<file path="config.mk">
export PLATFORM = sky130hd
export DESIGN_NAME = div_iter_unit
export DESIGN_NICKNAME = d
export VERILOG_FILES = /design/src/rtl/div_pkg.sv /design/src/rtl/div_step.sv /design/src/rtl/div_iter_unit.sv
export SDC_FILE = /design/constraint.sdc
export NUM_CORES = 1
export LEC_CHECK = 0
export CAP_MARGIN = 10
export CORE_ASPECT_RATIO = 0.8
export CORE_MARGIN = 1
export CORE_UTILIZATION = 45
export DETAILED_ROUTE_END_ITERATION = 6
export DONT_BUFFER_PORTS = 1
export PLACE_DENSITY = 0.69
export SLEW_MARGIN = 10
export SYNTH_ARGS = -nofsm -noshare
export SYNTH_HDL_FRONTEND = slang
export SYNTH_HIERARCHICAL = 1
export SYNTH_SLANG_ARGS = --single-unit
</file>
<file path="constraint.sdc">
create_clock -name clk -period 5.6 [get_ports clk]
set_input_delay 1.12 -clock clk [delete_from_list [all_inputs] [get_ports clk]]
set_output_delay 1.12 -clock clk [all_outputs]
set_load 0.01 [all_outputs]
</file>
<file path="src/rtl/div_pkg.sv">
// Shared constants for the iterative divider: state encoding, default sizes
// and the start-to-done latency seen by the hazard unit.
package div_pkg;

    localparam int WIDTH_DEF   = 32;
    localparam int CNT_W_DEF   = 6;
    localparam int DIV_LATENCY = 34;

    typedef enum logic [1:0] {
        IDLE = 2'd0,
        CALC = 2'd1,
        FIX  = 2'd2
    } div_state_t;

endpackage

</file>
<file path="src/rtl/div_step.sv">
// One radix-2 restoring division step: shift {rem, quo} left, trial-subtract
// the divisor and keep the difference when it does not go negative.
module div_step #(
    parameter int WIDTH = 32
) (
    input  logic [WIDTH-1:0] i_rem,
    input  logic [WIDTH-1:0] i_quo,
    input  logic [WIDTH-1:0] i_divisor,
    output logic [WIDTH-1:0] o_rem,
    output logic [WIDTH-1:0] o_quo
);

    logic [WIDTH:0]   w_shift;
    logic             w_ge;
    logic [WIDTH-1:0] w_diff;

    assign w_shift = {i_rem, i_quo[WIDTH-1]};
    // Compare in WIDTH+1 bits; when it passes, the difference is below the
    // divisor, so the low WIDTH bits of the subtraction are exact.
    assign w_ge    = (w_shift >= {1'b0, i_divisor});
    assign w_diff  = w_shift[WIDTH-1:0] - i_divisor;

    always_comb begin
        o_rem = w_shift[WIDTH-1:0];
        o_quo = {i_quo[WIDTH-2:0], 1'b0};
        if (w_ge) begin
            o_rem    = w_diff;
            o_quo[0] = 1'b1;
        end
    end

endmodule

</file>
<file path="src/rtl/div_iter_unit.sv">
// Multi-cycle DIV/DIVU unit: magnitudes are divided one bit per cycle, then
// signs are applied in a final FIX cycle that also pulses div_done.
module div_iter_unit
    import div_pkg::*;
#(
    parameter int WIDTH = WIDTH_DEF,
    parameter int CNT_W = CNT_W_DEF
) (
    input  logic             clk,
    input  logic             rst,
    input  logic             div_start,
    input  logic             div_signed,
    input  logic [WIDTH-1:0] dividend,
    input  logic [WIDTH-1:0] divisor,
    input  logic             cancel,
    output logic             div_busy,
    output logic             div_done,
    output logic [WIDTH-1:0] quotient,
    output logic [WIDTH-1:0] remainder
);

    div_state_t       r_state;
    div_state_t       w_next_state;
    logic [CNT_W-1:0] r_cnt;
    logic [WIDTH-1:0] r_rem;
    logic [WIDTH-1:0] r_quo;
    logic [WIDTH-1:0] r_divisor;
    logic             r_neg_q;
    logic             r_neg_r;
    logic [WIDTH-1:0] r_quotient;
    logic [WIDTH-1:0] r_remainder;
    logic             r_done;

    logic             w_neg_a;
    logic             w_neg_b;
    logic [WIDTH-1:0] w_abs_a;
    logic [WIDTH-1:0] w_abs_b;
    logic [WIDTH-1:0] w_step_rem;
    logic [WIDTH-1:0] w_step_quo;
    logic             w_accept;

    assign w_neg_a  = div_signed & dividend[WIDTH-1];
    assign w_neg_b  = div_signed & divisor[WIDTH-1];
    // Unsigned view of -2^(WIDTH-1) is 2^(WIDTH-1), so no overflow case.
    assign w_abs_a  = w_neg_a ? -dividend : dividend;
    assign w_abs_b  = w_neg_b ? -divisor  : divisor;
    assign w_accept = (r_state == IDLE) && div_start && !cancel;

    div_step #(.WIDTH(WIDTH)) u_step (
        .i_rem     (r_rem),
        .i_quo     (r_quo),
        .i_divisor (r_divisor),
        .o_rem     (w_step_rem),
        .o_quo     (w_step_quo)
    );

    always_ff @(posedge clk) begin
        if (!rst) begin
            r_state <= IDLE;
        end else begin
            r_state <= w_next_state;
        end
    end

    always_comb begin
        w_next_state = r_state;
        case (r_state)
            IDLE:    if (div_start) w_next_state = CALC;
            CALC:    if (r_cnt == CNT_W'(WIDTH - 1)) w_next_state = FIX;
            FIX:     w_next_state = IDLE;
            default: w_next_state = IDLE;
        endcase
        if (cancel) begin
            w_next_state = IDLE;
        end
    end

    always_ff @(posedge clk) begin
        if (!rst) begin
            r_cnt       <= '0;
            r_rem       <= '0;
            r_quo       <= '0;
            r_divisor   <= '0;
            r_neg_q     <= 1'b0;
            r_neg_r     <= 1'b0;
            r_quotient  <= '0;
            r_remainder <= '0;
            r_done      <= 1'b0;
        end else begin
            r_done <= 1'b0;
            if (w_accept) begin
                r_rem     <= '0;
                r_quo     <= w_abs_a;
                r_divisor <= w_abs_b;
                r_neg_q   <= w_neg_a ^ w_neg_b;
                r_neg_r   <= w_neg_a;
                r_cnt     <= '0;
            end else if (r_state == CALC && !cancel) begin
                r_rem <= w_step_rem;
                r_quo <= w_step_quo;
                r_cnt <= r_cnt + CNT_W'(1);
            end else if (r_state == FIX && !cancel) begin
                r_quotient  <= r_neg_q ? -r_quo : r_quo;
                r_remainder <= r_neg_r ? -r_rem : r_rem;
                r_done      <= 1'b1;
            end
        end
    end

    assign div_busy  = (r_state != IDLE);
    assign div_done  = r_done;
    assign quotient  = r_quotient;
    assign remainder = r_remainder;

endmodule
</file>
### Word-level counts from Yosys, hierarchy flattened

Cells that the tools add are included.

| word-level totals | value |
|---|---|
| bits in writable memories | 0 |
| word-level logic and storage cells | 53 |
| flip-flop bits (word level) | 171 |
| bits in read-only memories | 0 |
| bits of input ports | 69 |
| bits in latches | 0 |
| memories kept | 0 |

| operators by class | value |
|---|---|
| bitwise gates (word level) | 6 |
| multipliers | 0 |
| shifts and indexed selects | 0 |
| reduce and logical (&&, ||, !) cells | 13 |
| div/mod/pow operators | 0 |
| add/sub/neg operators | 6 |
| $lt $le $gt $ge | 1 |
| mux-type cells | 12 |
| equality and inequality tests | 5 |

Operator list:

| kind | count |
|---|---|
| 32-bit two-way mux | 7 |
| 32-bit negator | 4 |
| 33-bit by 32-bit greater-or-equal comparator with 1-bit output | 1 |
| 32-bit subtractor | 1 |
| 6-bit by 1-bit adder with 6-bit output, second input constant | 1 |
| 6-bit by 5-bit == test with 1-bit output, second input constant | 1 |
| 1-bit logical AND | 4 |
| 2-bit two-way mux | 2 |
| 2-bit != test, second input constant | 2 |
| 2-bit one-hot mux with 2 select lines | 1 |
| 2-bit nonzero test | 2 |
| 2-bit OR reduction | 2 |
| 1-bit NOT | 3 |
| 3-bit AND reduction | 1 |
| 3-bit OR reduction | 1 |
| 1-bit AND | 2 |
| 2-bit by 1-bit == test with 1-bit output, second input constant | 1 |
| 2-bit == test, second input constant | 1 |
| 2-bit logical NOT | 1 |
| 1-bit two-way mux | 2 |
| 2-bit AND reduction | 1 |
| 1-bit logical NOT | 1 |
| 1-bit XOR | 1 |

### Logic depth before layout (Yosys ltp)

| depth | value |
|---|---|
| word-level depth | 5 |
| mapped depth | 16 |
| gate-level depth less buffers | 13 |

### Cells and area by module

Netlist, hierarchy kept.

Modules (own cells, without submodules):

| module | instances | sequential area each (um^2) | area each (um^2) | cells an instance |
|---|---|---|---|---|
| div_iter_unit | 1 | 3,423.3 | 9,235.1 | 1,168 |
| div_step | 1 | 0.0 | 2,571.2 | 355 |

### Worst setup path before layout

No wires, ideal clock.

| path | value |
|---|---|
| kind | flip-flop to flip-flop |
| start point | register r_rem[9] |
| end point | register r_rem[26] |
| buffers on the path | 3 |
| path slack | 2.614 ns |
| setup time | 0.132 ns |
| data arrival time | 2.854 ns |
| cell stages (with the launch flop) | 16 |
| cell sequence | dfxtp_1 -> ha_1 -> clkbuf_1 -> nand4_1 -> a211oi_1 -> or3_4 -> nor4b_4 -> o21ai_2 -> a31oi_4 -> o21a_4 -> inv_2 -> buf_6 -> buf_12 -> mux2_4 -> nand2_1 -> a21oi_1 |

| between the ends | value |
|---|---|
| word-level cells in the longest chain between the ends | 2 |

Ends and longest elaborated chain:

| element | RTL line | source |
|---|---|---|
| from (decl) | div_iter_unit.sv:25 | `logic [WIDTH-1:0] r_rem;` |
| from (signal assigned) | div_iter_unit.sv:99 | `r_rem <= w_step_rem;` |
| 33-bit by 32-bit greater-or-equal comparator with 1-bit output | div_step.sv:20 | `assign w_ge = (w_shift >= {1'b0, i_divisor});` |
| named net u_step.w_ge | div_step.sv:14 | `logic w_ge;` |
| 32-bit two-way mux | div_step.sv:26 | `if (w_ge) begin` |
| named net w_step_rem[26] | div_iter_unit.sv:38 | `logic [WIDTH-1:0] w_step_rem;` |

The timed path passes the listed nets, and every way through them passes these cells.
A chain may end at the register's enable or synchronous reset.

### Worst setup path in the final report

| path | value |
|---|---|
| start point | register r_rem[10] |
| end point | register r_rem[12] |

| between the ends | value |
|---|---|
| word-level cells in the longest chain between the ends | 2 |

Ends and longest elaborated chain:

| element | RTL line |
|---|---|
| 32-bit subtractor / 33-bit by 32-bit greater-or-equal comparator with 1-bit output (equally long branches) | div_step.sv:21, div_step.sv:20 |
| 32-bit two-way mux * | div_step.sv:26 |
| named net w_step_rem[12] | div_iter_unit.sv:38 |

The timed path passes the listed nets; every way through them passes the cells marked *.

==> impl_metrics.json <==
{
  "fin_tns_setup_ps": 0,
  "antenna_left": 0,
  "syn_area_mm2": 0.0118,
  "crit_start": "r_rem[10]",
  "die_area_mm2": 0.0269,
  "arrival_ps": 4010,
  "cts-buffers-inserted": 17,
  "drt_iter0_drc": 1115,
  "vias": 10800,
  "period_minus_slack_ps": 3700,
  "power_leakage_nw": 4.53,
  "synth_edf_count": 0,
  "max_slew_margin_pct": 28.6,
  "cts_tree": "done",
  "hold_buffers": 0,
  "hold_path.class": "flop to flop",
  "cts_root_buf": "clkbuf_16",
  "die-width_um": 183,
  "synth_seq_cells": 171,
  "initial_core_util_pct": 46.3,
  "grt_max_degree": 116,
  "ctsResizeCount": 0,
  "dr.pass1.iters": 5,
  "cell_internal_pwr_w": 0.00203,
  "finalWeightedCongestion": 0.912,
  "grt_pass1_wl_um": 53500,
  "power.density_mw_per_mm2": 242,
  "syn_inst": 1523,
  "final_core_util_pct": 48.0,
  "dp_hpwl_um": 25100,
  "first_global_vias": 9556,
  "die_y_um": 147,
  "cts_max_level": 4,
  "p_sw_w": 0.000931,
  "track_usage_pct": 24.9,
  "clockBufferDepth": 2,
  "area_growth_pct": 3.68,
  "fin_nets": 1526,
  "timing.rr.start": "r_rem[10]",
  "pwr-share-clk_pct": 39.2,
  "ys_warn_count": 6,
  "worst-path-max-fanout": 29,
  "post_cts_buffers": 0,
  "async_reset_ff_share_pct": 0,
  "status": "finished, final reports clean",
  "synth_nets": 1630,
  "io_pins": 135,
  "slew_viol_final": 0,
  "crit_type": "flop to flop",
  "rows": 52,
  "drt_wl_total_um": 33900,
  "synth-seq-area-share_pct": 29.0,
  "synth-main-ff-cell": "dfxtp_1",
  "vias_per_cell": 6.06,
  "seqPwrFrac_pct": 43.8,
  "crit_path_end_kind": "flop",
  "synth_cell_type_count": 85,
  "fmax_ghz": 0.270,
  "setup_viol": 0,
  "path_clk_slew_ps": 70,
  "drc": 0,
  "antenna_found_initial": 0,
  "fin_skew_ps": 20.2,
  "cts.sink_count": 171,
  "routedWlPerCell_um": 19.0,
  "required_ps": 5900,
  "vdd_drop_max_uv": 221,
  "syn_avg_cell_area_um2": 7.75,
  "drive_gt1_share_pct": 7.19,
  "grt_setup_unrepaired": "no",
  "fin_crit_sh_pct": 66.1,
  "cap_violations": 0,
  "diodes": 0,
  "overflow": 0,
  "comb_power_share_pct": 17.0,
  "hold_start": "r_cnt[5]",
  "coreArea_mm2": 0.0255,
  "hold_viol_final": 0,
  "tightest_slew_ps": 1070,
  "startpoint_type": "flop",
  "io_buffer_count": 0,
  "clkLatencyLatePin_ps": 450,
  "switching_share_pct": 31.4
}
## layout make-up
cell class / instances / area, um2
Inverter: 62 / 233
Multi-Input combinational cell: 1159 / 7510
Clock inverter: 14 / 150
Fill cell: 2553 / 13300
Clock buffer: 18 / 429
Tap cell: 351 / 439
Timing Repair Buffer: 8 / 60.1
Sequential cell: 171 / 3420
## power by group through the flow
stage / Sequential, W / Clock (W) / Combinational (W)
2_1_floorplan: 0.00130 / 0 / 0.000419
3_3_place_gp: 0.00132 / 0 / 0.000486
3_5_place_dp: 0.00132 / 0 / 0.000490
4_1_cts: 0.00130 / 0.00118 / 0.000493
5_1_grt: 0.00130 / 0.00123 / 0.000551
6_report: 0.00130 / 0.00116 / 0.000503
## layout by cell type (no fill, tap or decap), drive strengths merged, types with 5 or more instances in the layout
cell       n
nor3      33
or3       18
clkbuf    18
inv       68
buf        8
o211ai     8
a21oi    131
xnor2     55
dfxtp    171
o21ai     71
a211oi    51
o2111ai    6
or4       14
a31oi     21
nand2    193
or2        5
and3      21
o31ai     32
nand3     37
a21o      11
xor2      68
ha        37
nor3b      6
mux2i     15
o41ai     17
nor2b     10
nand4     26
nor4      33
nor2     114
a41oi      6
a311oi    11
mux2      30
clkinv     8
o22ai      7
and2       7
o21a       7
## worst paths after layout
check | slack, ps | end | cells past startpoint
setup / recovery | 1900 | r_rem[12] | 12
hold / removal | 480 | r_state[1] | 1
setup reg to reg | 1900 | r_rem[12] | 12
hold reg to reg | 480 | r_state[1] | 1
## registers in the layout, summed over array words and instances, names as in the netlist
signal / count
r_divisor: 32
r_state: 2
r_neg_r: 1
quotient: 32
r_cnt: 6
r_rem: 32
remainder: 32
r_quo: 32
r_neg_q: 1
div_done: 1
## through the flow
| stage | setup WS (ps) | cell area (um2) | power [W] | instances | hold WS [ps] |
|---|---|---|---|---|---|
| after floorplan | 2610 | 11800 | 0.00172 | 1523 | 424 |
| after global placement | 2180 | 11700 | 0.00181 | 1751 | 450 |
| after detailed placement | 2040 | 11700 | 0.00181 | 1751 | 451 |
| after CTS | 1960 | 12200 | 0.00297 | 1783 | 472 |
| after global routing | 1770 | 12200 | 0.00308 | 1783 | 501 |
| final | 1900 | 12200 | 0.00297 | 1783 | 476 |
## critical path: stages, from the launching register on
cell      delay, ps
dfxtp_1         410
ha_1            450
nand4_1         200
nor3_1          430
o211ai_1        200
nor4b_4         190
o21ai_2         180
a31oi_4         130
o21a_4          270
inv_2           540
mux2_2          410
nand2_1          60
a21oi_1          80
## synthesized netlist by cell type (11+ instances only)
library cell	n	area, um2
inv_1	61	229
mux2_2	21	236
a21oi_1	130	651
and3_1	21	131
o31ai_1	32	240
nor4_1	29	181
dfxtp_1	171	3420
nand2_1	193	724
a311oi_1	11	96.3
nor2_1	114	428
mux2i_1	15	150
or3_1	17	106
a21o_1	11	82.6
ha_1	37	463
nand3_1	37	185
buf_4	32	240
or4_1	13	97.6
a31oi_1	20	125
clkbuf_1	76	285
buf_1	14	52.6
nand4_1	26	163
nor3_1	31	155
o41ai_1	13	114
o21ai_0	67	335
xor2_1	68	596
xnor2_1	55	482
a211oi_1	51	383
## kinds of logic after synthesis
family                     Yosys count  synth area share [%]
buffers and inverters              193                  7.57
xor gates and xnor gates           123                  9.12
adders and majority gates           38                  4.09
DFF                                171                  29.0
AOI/OAI and AO/OA                  417                  23.4
muxes                               45                  4.42
and+or+nand+nor                    536                  22.4
## metal layers
metal | up-vias | track usage (%) | wire length, um
met4 | 0 | 4.29 | 285
li1 | 5314 | - | -
met2 | 464 | 30.6 | 12300
met3 | 25 | 7.44 | 4000
met1 | 5005 | 41.0 | 17400
met5 | - | 0 | 0
No activity file was read; power rests on OpenSTA's default activity.
